--- src/rtl/i2s_stream_ctrl_if.sv ---
// i2s_stream_ctrl_if: configuration, source and tx_i2s FIFO signals of the I2S stream controller.
// The slave modport is the controller; the master modport is its environment (config requester,
// audio source and tx_i2s). Bit depth codes: 0=16-bit, 1=24-bit, 2=32-bit, 3=DOP.
interface i2s_stream_ctrl_if;
  logic       cfg_valid_i;
  logic [2:0] cfg_sample_rate_i;
  logic [1:0] cfg_bit_depth_i;
  logic       cfg_ready_o;
  logic       src_valid_i;
  logic [7:0] src_data_i;
  logic       src_last_i;
  logic       src_ready_o;
  logic       fifo_wr_en_o;
  logic [7:0] fifo_wr_data_o;
  logic       fifo_afull_i;
  logic       streaming_i;

  modport slave (
    input  cfg_valid_i, cfg_sample_rate_i, cfg_bit_depth_i,
    output cfg_ready_o,
    input  src_valid_i, src_data_i, src_last_i,
    output src_ready_o,
    output fifo_wr_en_o, fifo_wr_data_o,
    input  fifo_afull_i, streaming_i
  );

  modport master (
    output cfg_valid_i, cfg_sample_rate_i, cfg_bit_depth_i,
    input  cfg_ready_o,
    output src_valid_i, src_data_i, src_last_i,
    input  src_ready_o,
    input  fifo_wr_en_o, fifo_wr_data_o,
    output fifo_afull_i, streaming_i
  );
endinterface

--- src/rtl/i2s_stream_ctrl.sv ---
// i2s_stream_ctrl: owns the I2S stream configuration and moves source bytes into the tx_i2s
// output FIFO, padding every stream out to a whole stereo frame.
//
//   state  | meaning
//   IDLE   | path quiet; accepts config or a new stream
//   SETTLE | clock generator relocking after a config change
//   STREAM | forwarding source bytes to the FIFO
//   PAD    | writing zero bytes to finish the last frame
//   DRAIN  | waiting for tx_i2s to stop streaming (bounded)
module i2s_stream_ctrl #(
  parameter logic [2:0] DEFAULT_RATE  = 3'd0,
  parameter logic [1:0] DEFAULT_DEPTH = 2'd0,
  parameter int         SETTLE_CYCLES = 256,
  parameter int         DRAIN_TIMEOUT = 4096
) (
  input  logic                    byte_clk_i,
  input  logic                    reset_i,
  i2s_stream_ctrl_if.slave        bus,
  output logic [2:0]              sample_rate_o,
  output logic [1:0]              bit_depth_o,
  output logic                    busy_o,
  output logic                    underrun_o,
  output logic [7:0]              underrun_cnt_o
);

  localparam logic [2:0] ST_IDLE   = 3'd0;
  localparam logic [2:0] ST_SETTLE = 3'd1;
  localparam logic [2:0] ST_STREAM = 3'd2;
  localparam logic [2:0] ST_PAD    = 3'd3;
  localparam logic [2:0] ST_DRAIN  = 3'd4;

  localparam int TMR_MAX = (SETTLE_CYCLES > DRAIN_TIMEOUT) ? SETTLE_CYCLES : DRAIN_TIMEOUT;
  localparam int TMR_W   = (TMR_MAX > 2) ? $clog2(TMR_MAX) : 1;

  logic [2:0]       state;
  logic [TMR_W-1:0] tmr;
  logic [2:0]       fcnt;
  logic [2:0]       fb_last;
  logic             wr_en_q;
  logic [7:0]       wr_data_q;
  logic             wrote_q;
  logic             streaming_q;
  logic             cfg_hs;
  logic             src_hs;
  logic             frame_end;
  logic             underrun_det;

  // Last byte index of a stereo frame for a given bit depth (24-bit and DOP share 6 bytes).
  function automatic logic [2:0] frame_last(input logic [1:0] depth);
    case (depth)
      2'd0:    frame_last = 3'd3;
      2'd2:    frame_last = 3'd7;
      default: frame_last = 3'd5;
    endcase
  endfunction

  assign bus.cfg_ready_o    = (state == ST_IDLE) && !bus.streaming_i;
  assign bus.src_ready_o    = (state == ST_STREAM) && !bus.fifo_afull_i;
  assign bus.fifo_wr_en_o   = wr_en_q;
  assign bus.fifo_wr_data_o = wr_data_q;
  assign busy_o             = (state != ST_IDLE);

  assign cfg_hs       = bus.cfg_valid_i && bus.cfg_ready_o;
  assign src_hs       = bus.src_valid_i && bus.src_ready_o;
  assign frame_end    = (fcnt == fb_last);
  assign underrun_det = (state == ST_STREAM) && wrote_q && streaming_q && !bus.streaming_i;

  // Sequencer: state, shared down-counter, frame byte counter and registered FIFO write port.
  always_ff @(posedge byte_clk_i or posedge reset_i) begin
    if (reset_i) begin
      state         <= ST_IDLE;
      tmr           <= '0;
      fcnt          <= 3'd0;
      fb_last       <= 3'd3;
      wr_en_q       <= 1'b0;
      wr_data_q     <= 8'h00;
      wrote_q       <= 1'b0;
      sample_rate_o <= DEFAULT_RATE;
      bit_depth_o   <= DEFAULT_DEPTH;
    end else begin
      wr_en_q <= 1'b0;
      case (state)
        ST_IDLE: begin
          if (cfg_hs) begin
            sample_rate_o <= bus.cfg_sample_rate_i;
            bit_depth_o   <= bus.cfg_bit_depth_i;
            tmr           <= TMR_W'(SETTLE_CYCLES - 1);
            state         <= ST_SETTLE;
          end else if (bus.src_valid_i && !bus.streaming_i) begin
            fcnt    <= 3'd0;
            fb_last <= frame_last(bit_depth_o);
            wrote_q <= 1'b0;
            state   <= ST_STREAM;
          end
        end
        ST_SETTLE: begin
          if (tmr == '0) state <= ST_IDLE;
          else           tmr   <= tmr - 1'b1;
        end
        ST_STREAM: begin
          if (src_hs) begin
            wr_en_q   <= 1'b1;
            wr_data_q <= bus.src_data_i;
            wrote_q   <= 1'b1;
            fcnt      <= frame_end ? 3'd0 : fcnt + 3'd1;
            if (bus.src_last_i) begin
              if (frame_end) begin
                tmr   <= TMR_W'(DRAIN_TIMEOUT - 1);
                state <= ST_DRAIN;
              end else begin
                state <= ST_PAD;
              end
            end
          end
        end
        ST_PAD: begin
          if (!bus.fifo_afull_i) begin
            wr_en_q   <= 1'b1;
            wr_data_q <= 8'h00;
            if (frame_end) begin
              fcnt  <= 3'd0;
              tmr   <= TMR_W'(DRAIN_TIMEOUT - 1);
              state <= ST_DRAIN;
            end else begin
              fcnt <= fcnt + 3'd1;
            end
          end
        end
        ST_DRAIN: begin
          if (!bus.streaming_i || tmr == '0) state <= ST_IDLE;
          else                               tmr   <= tmr - 1'b1;
        end
        default: state <= ST_IDLE;
      endcase
    end
  end

  // Underrun detection: falling streaming_i while a stream is mid-flight; count saturates at 255.
  always_ff @(posedge byte_clk_i or posedge reset_i) begin
    if (reset_i) begin
      streaming_q    <= 1'b0;
      underrun_o     <= 1'b0;
      underrun_cnt_o <= 8'h00;
    end else begin
      streaming_q <= bus.streaming_i;
      underrun_o  <= underrun_det;
      if (underrun_det && underrun_cnt_o != 8'hFF)
        underrun_cnt_o <= underrun_cnt_o + 8'd1;
    end
  end

endmodule
--- src/flat_wrapper.sv ---
// flat-port wrapper written by rule: the top's interface ports become plain ports
module i2s_stream_ctrl_flat 
#(
  parameter logic [2:0] DEFAULT_RATE  = 3'd0,
  parameter logic [1:0] DEFAULT_DEPTH = 2'd0,
  parameter int         SETTLE_CYCLES = 256,
  parameter int         DRAIN_TIMEOUT = 4096
)
  (byte_clk_i, reset_i, sample_rate_o, bit_depth_o, busy_o, underrun_o, underrun_cnt_o, bus_cfg_valid_i, bus_cfg_sample_rate_i, bus_cfg_bit_depth_i, bus_cfg_ready_o, bus_src_valid_i, bus_src_data_i, bus_src_last_i, bus_src_ready_o, bus_fifo_wr_en_o, bus_fifo_wr_data_o, bus_fifo_afull_i, bus_streaming_i);
  i2s_stream_ctrl_if bus_i ();
  input  logic byte_clk_i;
  input  logic reset_i;
  output logic [2:0] sample_rate_o;
  output logic [1:0] bit_depth_o;
  output logic busy_o;
  output logic underrun_o;
  output logic [7:0] underrun_cnt_o;
  input wire logic [$bits(bus_i.cfg_valid_i)-1:0] bus_cfg_valid_i;
  input wire logic [$bits(bus_i.cfg_sample_rate_i)-1:0] bus_cfg_sample_rate_i;
  input wire logic [$bits(bus_i.cfg_bit_depth_i)-1:0] bus_cfg_bit_depth_i;
  output wire logic [$bits(bus_i.cfg_ready_o)-1:0] bus_cfg_ready_o;
  input wire logic [$bits(bus_i.src_valid_i)-1:0] bus_src_valid_i;
  input wire logic [$bits(bus_i.src_data_i)-1:0] bus_src_data_i;
  input wire logic [$bits(bus_i.src_last_i)-1:0] bus_src_last_i;
  output wire logic [$bits(bus_i.src_ready_o)-1:0] bus_src_ready_o;
  output wire logic [$bits(bus_i.fifo_wr_en_o)-1:0] bus_fifo_wr_en_o;
  output wire logic [$bits(bus_i.fifo_wr_data_o)-1:0] bus_fifo_wr_data_o;
  input wire logic [$bits(bus_i.fifo_afull_i)-1:0] bus_fifo_afull_i;
  input wire logic [$bits(bus_i.streaming_i)-1:0] bus_streaming_i;
  assign bus_i.cfg_valid_i = bus_cfg_valid_i;
  assign bus_i.cfg_sample_rate_i = bus_cfg_sample_rate_i;
  assign bus_i.cfg_bit_depth_i = bus_cfg_bit_depth_i;
  assign bus_cfg_ready_o = bus_i.cfg_ready_o;
  assign bus_i.src_valid_i = bus_src_valid_i;
  assign bus_i.src_data_i = bus_src_data_i;
  assign bus_i.src_last_i = bus_src_last_i;
  assign bus_src_ready_o = bus_i.src_ready_o;
  assign bus_fifo_wr_en_o = bus_i.fifo_wr_en_o;
  assign bus_fifo_wr_data_o = bus_i.fifo_wr_data_o;
  assign bus_i.fifo_afull_i = bus_fifo_afull_i;
  assign bus_i.streaming_i = bus_streaming_i;
  i2s_stream_ctrl #(.DEFAULT_RATE(DEFAULT_RATE), .DEFAULT_DEPTH(DEFAULT_DEPTH), .SETTLE_CYCLES(SETTLE_CYCLES), .DRAIN_TIMEOUT(DRAIN_TIMEOUT)) u_core (.byte_clk_i(byte_clk_i), .reset_i(reset_i), .bus(bus_i), .sample_rate_o(sample_rate_o), .bit_depth_o(bit_depth_o), .busy_o(busy_o), .underrun_o(underrun_o), .underrun_cnt_o(underrun_cnt_o));
endmodule
--- config.mk ---
export PLATFORM = sky130hd
export DESIGN_NAME = i2s_stream_ctrl_flat
export DESIGN_NICKNAME = d
export VERILOG_FILES = /design/src/rtl/i2s_stream_ctrl_if.sv /design/src/rtl/i2s_stream_ctrl.sv /design/src/flat_wrapper.sv
export SDC_FILE = /design/constraint.sdc
export NUM_CORES = 1
export LEC_CHECK = 0
export CORE_MARGIN = 1.5
export CORE_UTILIZATION = 25
export DETAILED_ROUTE_END_ITERATION = 6
export SLEW_MARGIN = 20
export SYNTH_ARGS = -nofsm -noshare
export SYNTH_HDL_FRONTEND = slang
export SYNTH_SLANG_ARGS = --single-unit
--- constraint.sdc ---
create_clock -name byte_clk_i -period 3.23 [get_ports byte_clk_i]
set_clock_uncertainty 0.1 [all_clocks]
set_input_delay 0.323 -clock byte_clk_i [delete_from_list [all_inputs] [get_ports byte_clk_i]]
set_output_delay 0.323 -clock byte_clk_i [all_outputs]
set_load 0.005 [all_outputs]
# --- Word level (Yosys, flattened, before mapping) ---
# Index checks and enable logic that the tools add are counted.
totals:
  elab_cells: 97
  reg_bits: 46
  input_bits: 20
  out_inout_bits: 26
op_classes:
  n_mux: 35
  eq_ne: 19
  bitwise_logic: 1
  reduce_logical: 27
  n_addsub: 3
op_table:
  columns: ["cell", "n"]
  rows:
  - ["12-bit 2-to-1 mux", 7]
  - ["12-bit case mux with 5 select lines", 1]
  - ["3-bit 2-to-1 mux", 14]
  - ["8-bit 2-to-1 mux", 2]
  - ["8-bit case mux with 2 select lines", 1]
  - ["3-bit case mux with 5 select lines", 1]
  - ["7-bit AND reduction", 2]
  - ["12-bit logical NOT", 1]
  - ["2-bit inequality test, second input constant", 6]
  - ["12-bit by 1-bit subtractor with 12-bit output, second input constant", 1]
  - ["2-bit by 1-bit inequality test with 1-bit output, second input constant", 5]
  - ["1-bit logical AND", 9]
  - ["3-bit case mux with 3 select lines", 1]
  - ["8-bit by 1-bit adder with 8-bit output, second input constant", 1]
  - ["8-bit inequality test, second input constant", 1]
  - ["3-bit by 2-bit == test with 1-bit output, second input constant", 2]
  - ["3-bit case mux with 2 select lines", 1]
  - ["3-bit AND reduction", 2]
  - ["3-bit nonzero test", 2]
  - ["1-bit 2-to-1 mux", 5]
  - ["5-bit AND reduction", 1]
  - ["5-bit nonzero test", 1]
  - ["1-bit case mux with 2 select lines", 2]
  - ["4-bit AND reduction", 1]
  - ["other kinds (13)", 15]

# --- Depth between registers and ports, before layout ---
# Gate-level depths: netlist of run 1.
logic_depth:
  word_depth: 5
  mapped_depth: 7
  ltp_nobuf: 7

# --- Worst setup path before layout of run 1 ---
# No wires, ideal clock.
synth_path:
  path_kind: "reg-to-reg"
  start: "register u_core.tmr[4]"
  end: "register u_core.tmr[1]"
  path_stages_with_launch: 6
  setup_time_ns: 0.125
  t_arrival_ns: 1.655
  setup_slack_ns: 1.351
  synth_period_minus_slack_ns: 1.879
  path_buffers: 0
  required_time_ns: 3.005
  cell_sequence: "dfrtp_1 > nor4_1 > nand4_2 > nor2_4 > or2_4 > mux2_2"
synth_between:
  elab_chain_cells: 4
  elab_cells_between_ends: 5
  cone_classes: "eq/ne: 2; reduce/logical: 3"
synth_lines:
  columns: ["element", "line", "source"]
  rows:
  - ["from (decl)", "i2s_stream_ctrl.sv:36", "logic [TMR_W-1:0] tmr;"]
  - ["from (signal assigned)", "i2s_stream_ctrl.sv:87", "tmr <= TMR_W'(SETTLE_CYCLES - 1);"]
  - ["from (signal assigned)", "i2s_stream_ctrl.sv:98", "else tmr <= tmr - 1'b1;"]
  - ["from (signal assigned)", "i2s_stream_ctrl.sv:108", "tmr <= TMR_W'(DRAIN_TIMEOUT - 1);"]
  - ["12-bit logical NOT *", "i2s_stream_ctrl.sv:97, i2s_stream_ctrl.sv:130", null]
  - ["1-bit logical OR", "i2s_stream_ctrl.sv:130", "if (!bus.streaming_i || tmr == '0) state <= ST_IDLE;"]
  - ["2-bit inequality test (no source line)", null, null]
  - ["7-bit AND reduction (no source line) *", null, null]
# Mark *: on every way between the ends. The rest lies on a longest branch, timed or not.
# A chain may end at the register's enable or synchronous reset.

# --- Final worst setup path of run 1 ---
layout_path:
  start: "register u_core.state[2]"
  end: "output bus_cfg_ready_o"
layout_between:
  elab_chain_cells: 2
layout_lines:
  columns: ["element", "line", "source"]
  rows:
  - ["from (decl)", "i2s_stream_ctrl.sv:35", "logic [2:0] state;"]
  - ["from (signal assigned)", "i2s_stream_ctrl.sv:71", "state <= ST_IDLE;"]
  - ["from (signal assigned)", "i2s_stream_ctrl.sv:88", "state <= ST_SETTLE;"]
  - ["from (signal assigned)", "i2s_stream_ctrl.sv:93", "state <= ST_STREAM;"]
  - ["3-bit logical NOT", "i2s_stream_ctrl.sv:57", "assign bus.cfg_ready_o = (state == ST_IDLE) && !bus.streaming_i;"]
  - ["1-bit logical AND", "i2s_stream_ctrl.sv:57", null]
  - ["to (decl)", "flat_wrapper.sv:21", "output wire logic [$bits(bus_i.cfg_ready_o)-1:0] bus_cfg_ready_o;"]
# No other way between the ends.

==> summary.txt, run 1 <==
Timing
  • Slew margin rel.: about 45%
  • Measured slew at the worst slew-check pin: approximately 0.8 ns
  • Post-route setup TNS: 0 ns
  • Final hold vios: 0
  • Final setup viols: 0
  • Max Freq: 0.4291 GHz
  • Final period util: approximately 70%
  • Tmin final: 2.331 ns
  • RSZ-0062 raised after global routing: false
  • Final slew viol count: 0

GRT
  • Pin count of the biggest net entering global routing: 24
  • Initial antenna violation count: 0
  • Vias in the first global route: 1,771
  • GRT overflow: 0
  • Global-route wire length before repair: 8.562 mm
  • Global Route Usage Sum: 10.74%

Logic synthesis
  • Synth top area cells: dfrtp_1, mux2_2, a22o_1
  • Post-Synthesis Cells: 214
  • Synth Register Bits: 45
  • Number of enable flip-flop cells after synthesis: 0
  • Post-synth cell types: 51
  • Leading area contributor after synthesis: dfrtp_1
  • Synth Area in Compound Gates: 16.50%
  • Sequential cell area fraction in the yosys report: about half
  • Post-synthesis simple-gate area fraction: about a fifth
  • Synth warn: 0
  • Largest family of logic cells by synthesized area: simple AND/OR/NAND/NOR gates
  • Mapped Area: 2297 um^2
  • Most frequent cell after synthesis: dfrtp_1
  • Main flop type after synthesis: dfrtp_1
  • Synth top area share: about 48%
  • Adder-cell share of the synthesized area: under 10%
  • Synth top cells by count: dfrtp_1, nand2_1, nor2_1, o21ai_0, nand3_1
  • Post-Synth XOR/XNOR Area: under 10%
  • Net count of the mapped netlist: 238
  • Ys async rst share: 100.0%
  • Syn avg cell area: 10.73 um^2
  • Mux share of post-synthesis cell area: 3.922%

Die
  • Core ar.: 8806 um^2
  • Die Span X: 98.86 um
  • Num rows: 34
  • Die H: 98.86 um
  • Initial Util: 26.09%
  • Top Ports: 46
  • Die Area: 9773 um^2

Cells and area
  • Nets: 285
  • Diodes inserted: 0
  • Final instance area: 2948 um^2
  • Fill cells: 886
  • P&R area growth vs syn: 28.32%
  • Post-route insts no fill: 370
  • Fin util: ~33%
  • Layout cells sized above 1: 14.12%

Power
  • Peak supply drop: 0.3252 mV
  • PwrDens: roughly 800 nW/um^2
  • Leak: about 0.0012 uW

Route
  • WL/cell: 13.54 um
  • Via count: 1,767
  • Vias per inst: 4.776
  • Post-route antenna net violation count: 0
  • WL final: 5.010 mm
  • Drt pass-1 iters: 6
  • Iter 0 DRT Violations: 115
  • # DRC: 1

Setup path
  • Crit path kind: reg2out
  • Critical path required time: 2.81 ns
  • R2R Path End: u_core.tmr[1]
  • Worst setup EP type: output pin
  • Number of cells on the worst reg-to-reg path: 5
  • Top fanout value on the critical path: 9
  • Critical R2R Launch: u_core.tmr[4]
  • Startpoint types: flip-flop
  • Worst Path Arrival: 1.91 ns
  • Flop2flop setup slack: 0.98 ns

Clock network
  • PostCTS Resize Cnt: 0
  • Hold Buf Count CTS: 0
  • CTS tree: done
  • CTS clk-pin slew, worst paths: 0.09 ns
  • Root buffer cell: clkbuf_8
  • Clock latency on the worst-skew pair: 0.30 ns
  • CTS max path bufs: 2
  • H-tree levels: 2
  • # Post-CTS Setup Buffers: 0
  • Num Clock Sinks: 45
  • Inserted Clock Buffers: 5

Placement
  • HPWL Detailed: between 3 and 4 mm
  • Buffers on Ports: 45
  • Area post-placement: 2858 um^2
  • Placed Cells: 362
  • RePlAce Congestion: ~0.8

Run
  • Max_cap viols: 0

Status
  • Failing checks: DRC
  • Outcome: complete, but fails checks

Worst hold path
  • Worst Hold Class: in2async
worst max-delay path, cell delays in order, from the launching register on:
cell	delay (ns)
dfrtp_1	0.50
nor3_1	0.35
inv_1	0.11
nor2_1	0.13
clkdlybuf4s50_1	0.52
cells in the final DEF (no fill, tap or decap), types with 7 or more instances in the layout:
cell type,instances
clkdlybuf4s50_1,45
dfrtp_1,44
nand2_1,17
nor2_1,16
o21ai_0,13
nand3_1,10
a22o_1,9
inv_1,8
mux2_2,8
a21oi_1,7
final cells by class:
class / count / area [um^2] / area share (%)
clock buffer: 5 / 68.82 / 2.334
clock inverter: 3 / 21.27 / 0.7216
sequential: 45 / 1127 / 38.24
multi-input combinational: 153 / 1096 / 37.18
tap: 108 / 135.1 / 4.584
timing repair buffer: 47 / 465.4 / 15.79
inverter: 9 / 33.78 / 1.146
sequential cells by signal, summed over array words and instances (netlist names):
| register | count |
|---|---|
| u_core.tmr | 12 |
| u_core.bus.fifo_wr_data_o | 8 |
| u_core.underrun_cnt_o | 8 |
| u_core.fcnt | 3 |
| u_core.sample_rate_o | 3 |
| u_core.state | 3 |
| u_core.bit_depth_o | 2 |
| u_core.fb_last | 2 |
| u_core.bus.fifo_wr_en_o | 1 |
| u_core.streaming_q | 1 |
| u_core.underrun_o | 1 |
| u_core.wrote_q | 1 |
report_power, final:
group          switching (uW)  total (uW)  internal [uW]  leakage [uW]
sequential                220         990            771      0.000547
clock                     213         367            154     0.0000445
combinational             490        1000            511      0.000642
through the flow:
stage	power [uW]	setup WS [ns]	hold WS, ns
5_1_grt	2548	0.7581	0.3385
3_5_place_dp	2009	0.8444	0.3839
2_1_floorplan	1616	1.351	0.2544
3_3_place_gp	1987	0.8709	0.3829
4_1_cts	2383	0.9038	0.3053
6_report	2358	0.8994	0.2894
layer usage:
metal / part of all wire [%] / track usage, % / up-vias
met5: 0 / 0 / -
met4: 0.70 / 2.967 / 0
met3: 4.6 / 2.624 / 4
met2: 48 / 18.14 / 40
met1: 47 / 13.68 / 855
li1: - / - / 868
worst max path at each step:
stage | startpoint | to | slack [ns] | cells after the start
after floorplan | u_core.tmr[4] | u_core.tmr[1] | 1.35 | 5
after detailed placement | bus_src_valid_i | u_core.tmr[1] | 0.84 | 6
after global routing | u_core.state[2] | bus_cfg_ready_o | 0.76 | 4
after CTS | u_core.state[2] | bus_cfg_ready_o | 0.90 | 4
final | u_core.state[2] | bus_cfg_ready_o | 0.90 | 4
after global placement | bus_src_valid_i | u_core.tmr[1] | 0.87 | 6
kinds of logic (layout without fill, tap and decap cells):
group,Yosys count,in the layout
AOI/OAI and AO/OA,51,51
xor gates and xnor gates,10,10
buffers and inverters,16,64
muxes,8,8
DFF,45,45
and+or+nand+nor,80,80
adders and majority gates,4,4
No activity file was read; power rests on OpenSTA's default activity.
==> run 2, diff against run 1 <==
clock period = 2.3 ns   (was 3.23 ns; I/O delays follow)
==> run 2 against run 1 <==
Effect of this change: die area stayed put; critical path depth fell by 1; final area up 2.8%; first-iteration DRC count down 30%; the run still ends with DRC left; non-clock buffer count is 6 higher; sequential share of layout area down 1.0 points; highest routed layer unchanged; routed wire length down 1.2%; sequential power increased by 41%; hold slack got worse by 0.0070 ns; critical path type unchanged; final cell count grew 1.4%; worst setup slack got worse by 0.75 ns.
==> summary.txt, run 2 (synthesized netlist as in run 1, its figures left out) <==
Status
  • Outcome: complete, but fails checks
  • Failing checks: DRC

GRT
  • Vias in the first global route: 1,811 (+2.3%)
  • Pin count of the biggest net entering global routing: 46 (+92%)
  • Initial antenna violation count: 0 (unchanged)
  • GRT overflow: 0 (unchanged)
  • Global-route wire length before repair: 8.480 mm (-0.96%)
  • Global Route Usage Sum: 10.61% (-0.12 points)

Setup path
  • Top fanout value on the critical path: 9 (unchanged)
  • Critical path required time: 1.97 ns (-0.84 ns)
  • Crit path kind: reg2out
  • Critical R2R Launch: u_core.tmr[0]
  • Number of cells on the worst reg-to-reg path: 7 (+2)
  • R2R Path End: u_core.tmr[10]
  • Worst setup EP type: output pin
  • Worst Path Arrival: 1.82 ns (-0.09 ns)
  • Startpoint types: flip-flop
  • Flop2flop setup slack: 0.23 ns (-0.75 ns)

Clock network
  • CTS clk-pin slew, worst paths: 0.08 ns (about the same)
  • CTS max path bufs: 2 (unchanged)
  • Num Clock Sinks: 45 (unchanged)
  • CTS tree: done
  • H-tree levels: 2 (unchanged)
  • Inserted Clock Buffers: 5 (unchanged)
  • # Post-CTS Setup Buffers: 0 (unchanged)
  • Hold Buf Count CTS: 0 (unchanged)
  • Root buffer cell: clkbuf_8
  • Clock latency on the worst-skew pair: 0.30 ns (about the same)

Cells and area
  • Fill cells: 862 (-2.7%)
  • Max FFs per register: 12 (unchanged)
  • Register with the most flip-flops: u_core.tmr
  • Diodes inserted: 0 (unchanged)
  • Most frequent cells in the layout: clkdlybuf4s50_1, dfrtp_1, nand2_1
  • Multi-input logic area: 1107 um^2 (+1.0%)
  • Fin util: 34.41% (+0.94 points)
  • FF/Latch Area: 1127 um^2 (unchanged)
  • Layout cells sized above 1: 16.10% (+2.0 points)
  • Commonest non-fill, non-tap cell in the layout: clkdlybuf4s50_1
  • Nets: 291 (+2.1%)
  • P&R area growth vs syn: 31.92%

Timing
  • RSZ-0062 raised after global routing: false
  • Measured slew at the worst slew-check pin: 0.5675 ns (-0.2455 ns)
  • Final period util: just over 90%
  • Tmin final: 2.152 ns
  • Max Freq: around 0.46 GHz
  • Final slew viol count: 0 (unchanged)
  • Slew margin rel.: 61.84% (+16 points)
  • Final hold vios: 0 (unchanged)
  • Final setup viols: 0 (unchanged)
  • Post-route setup TNS: 0 ns (unchanged)
  • Final worst setup slack: 0.1482 ns (-0.7512 ns)

Route
  • Iter 0 DRT Violations: 80 (-30%)
  • WL/cell: 13.20 um (-2.5%)
  • WL final: 4.949 mm (-1.2%)
  • Drt pass-1 iters: 6 (unchanged)
  • # DRC: 1 (unchanged)
  • Post-route antenna net violation count: 0 (unchanged)
  • Vias per inst: 4.821 (+0.96%)
  • Via count: 1,808 (+2.3%)

Power
  • Leak: 0.001295 uW (+5.1%)
  • Peak supply drop: 0.5126 mV (+58%)
  • PwrDens: 1150 nW/um^2 (+44%)
  • Sequential share of power: 40.2% (-1.8 points)
  • Logic pwr share: 43.1% (+0.6 points)
  • Clock share of power: 16.7% (+1.1 points)
  • Psw: 1283 uW (+39%)
  • Sw Ratio: 36.80% (-2.3 points)
  • Pint: 2202 uW (+53%)

Placement
  • Pre-CTS setup slack: 0.08391 ns (-0.7605 ns)
  • RePlAce Congestion: 0.8068 (+1.3%)
  • HPWL Detailed: 3.611 mm (-2.1%)
  • Buffers on Ports: 45 (unchanged)

Die
  • Die Area: 9773 um^2 (unchanged)
  • Die Span X: 98.86 um (unchanged)
  • Num rows: 34 (unchanged)
  • Core ar.: 8806 um^2 (unchanged)
  • Top Ports: 46 (unchanged)
  • Die H: 98.86 um (unchanged)
  • Initial Util: 26.09% (unchanged)

Worst hold path
  • Worst Hold Class: in2async

Run
  • Max_cap viols: 0 (unchanged)
-- run 2: timing repair --
action,CTS,global route
resized for setup,0,2
endpoints found under the setup margin,0,3
hold endpoints to repair,0,0
-- run 2: worst max path at each step --
stage | end | cells after the start | slack (ns) | start
2_1_floorplan | u_core.tmr[1] | 5 | 0.42 | u_core.tmr[4]
3_3_place_gp | u_core.bus.fifo_wr_data_o[7] | 6 | 0.15 | bus_streaming_i
3_5_place_dp | u_core.bus.fifo_wr_data_o[4] | 6 | 0.08 | bus_streaming_i
4_1_cts | bus_cfg_ready_o | 4 | 0.08 | u_core.state[2]
5_1_grt | bus_cfg_ready_o | 4 | 0.02 | u_core.state[2]
6_report | bus_src_ready_o | 3 | 0.15 | u_core.state[2]
-- run 2: power groups by stage --
stage | clock (uW) | sequential (uW) | combinational, uW
3_5_place_dp | 0 | 1410 | 1510
3_3_place_gp | 0 | 1410 | 1490
4_1_cts | 604 | 1400 | 1520
6_report | 583 | 1400 | 1500
2_1_floorplan | 0 | 1330 | 944
5_1_grt | 630 | 1450 | 1660
-- run 2: final cells by class --
cell class / count / share of cell area (%)
Multi-Input combinational cell: 153 / 36.54
Timing Repair Buffer: 53 / 17.26
Tap cell: 108 / 4.459
Inverter: 9 / 1.115
Clock buffer: 5 / 2.271
Clock inverter: 2 / 1.156
Sequential cell: 45 / 37.20
-- run 2: routing by layer --
| layer | wire, um | global-route usage (%) |
|---|---|---|
| met5 | 0 | 0 |
| met2 | 2345 | 17.98 |
| met4 | 69 | 3.626 |
| met1 | 2250 | 13.19 |
| met3 | 283 | 2.624 |
-- run 2: metrics by stage --
stage	hold WS (ns)	cells	power [uW]	area, um^2
5_1_grt	0.3565	375	3737	3030
6_report	0.2824	375	3485	3030
4_1_cts	0.3122	375	3519	3019
3_3_place_gp	0.3698	368	2891	2915
3_5_place_dp	0.3735	368	2920	2915
2_1_floorplan	0.1614	214	2270	2297
-- run 2: critical path, stage by stage (launching register included) --
cell	delay, ns
dfrtp_1	0.50
nand2b_4	0.23
nor3_1	0.23
clkdlybuf4s50_1	0.56
==> run 3, diff against run 2 <==
GPL_ROUTABILITY_DRIVEN = 0   (was default)
==> results of run 3 <==
Final layout, timing and power as in run 2 (identical DEF).
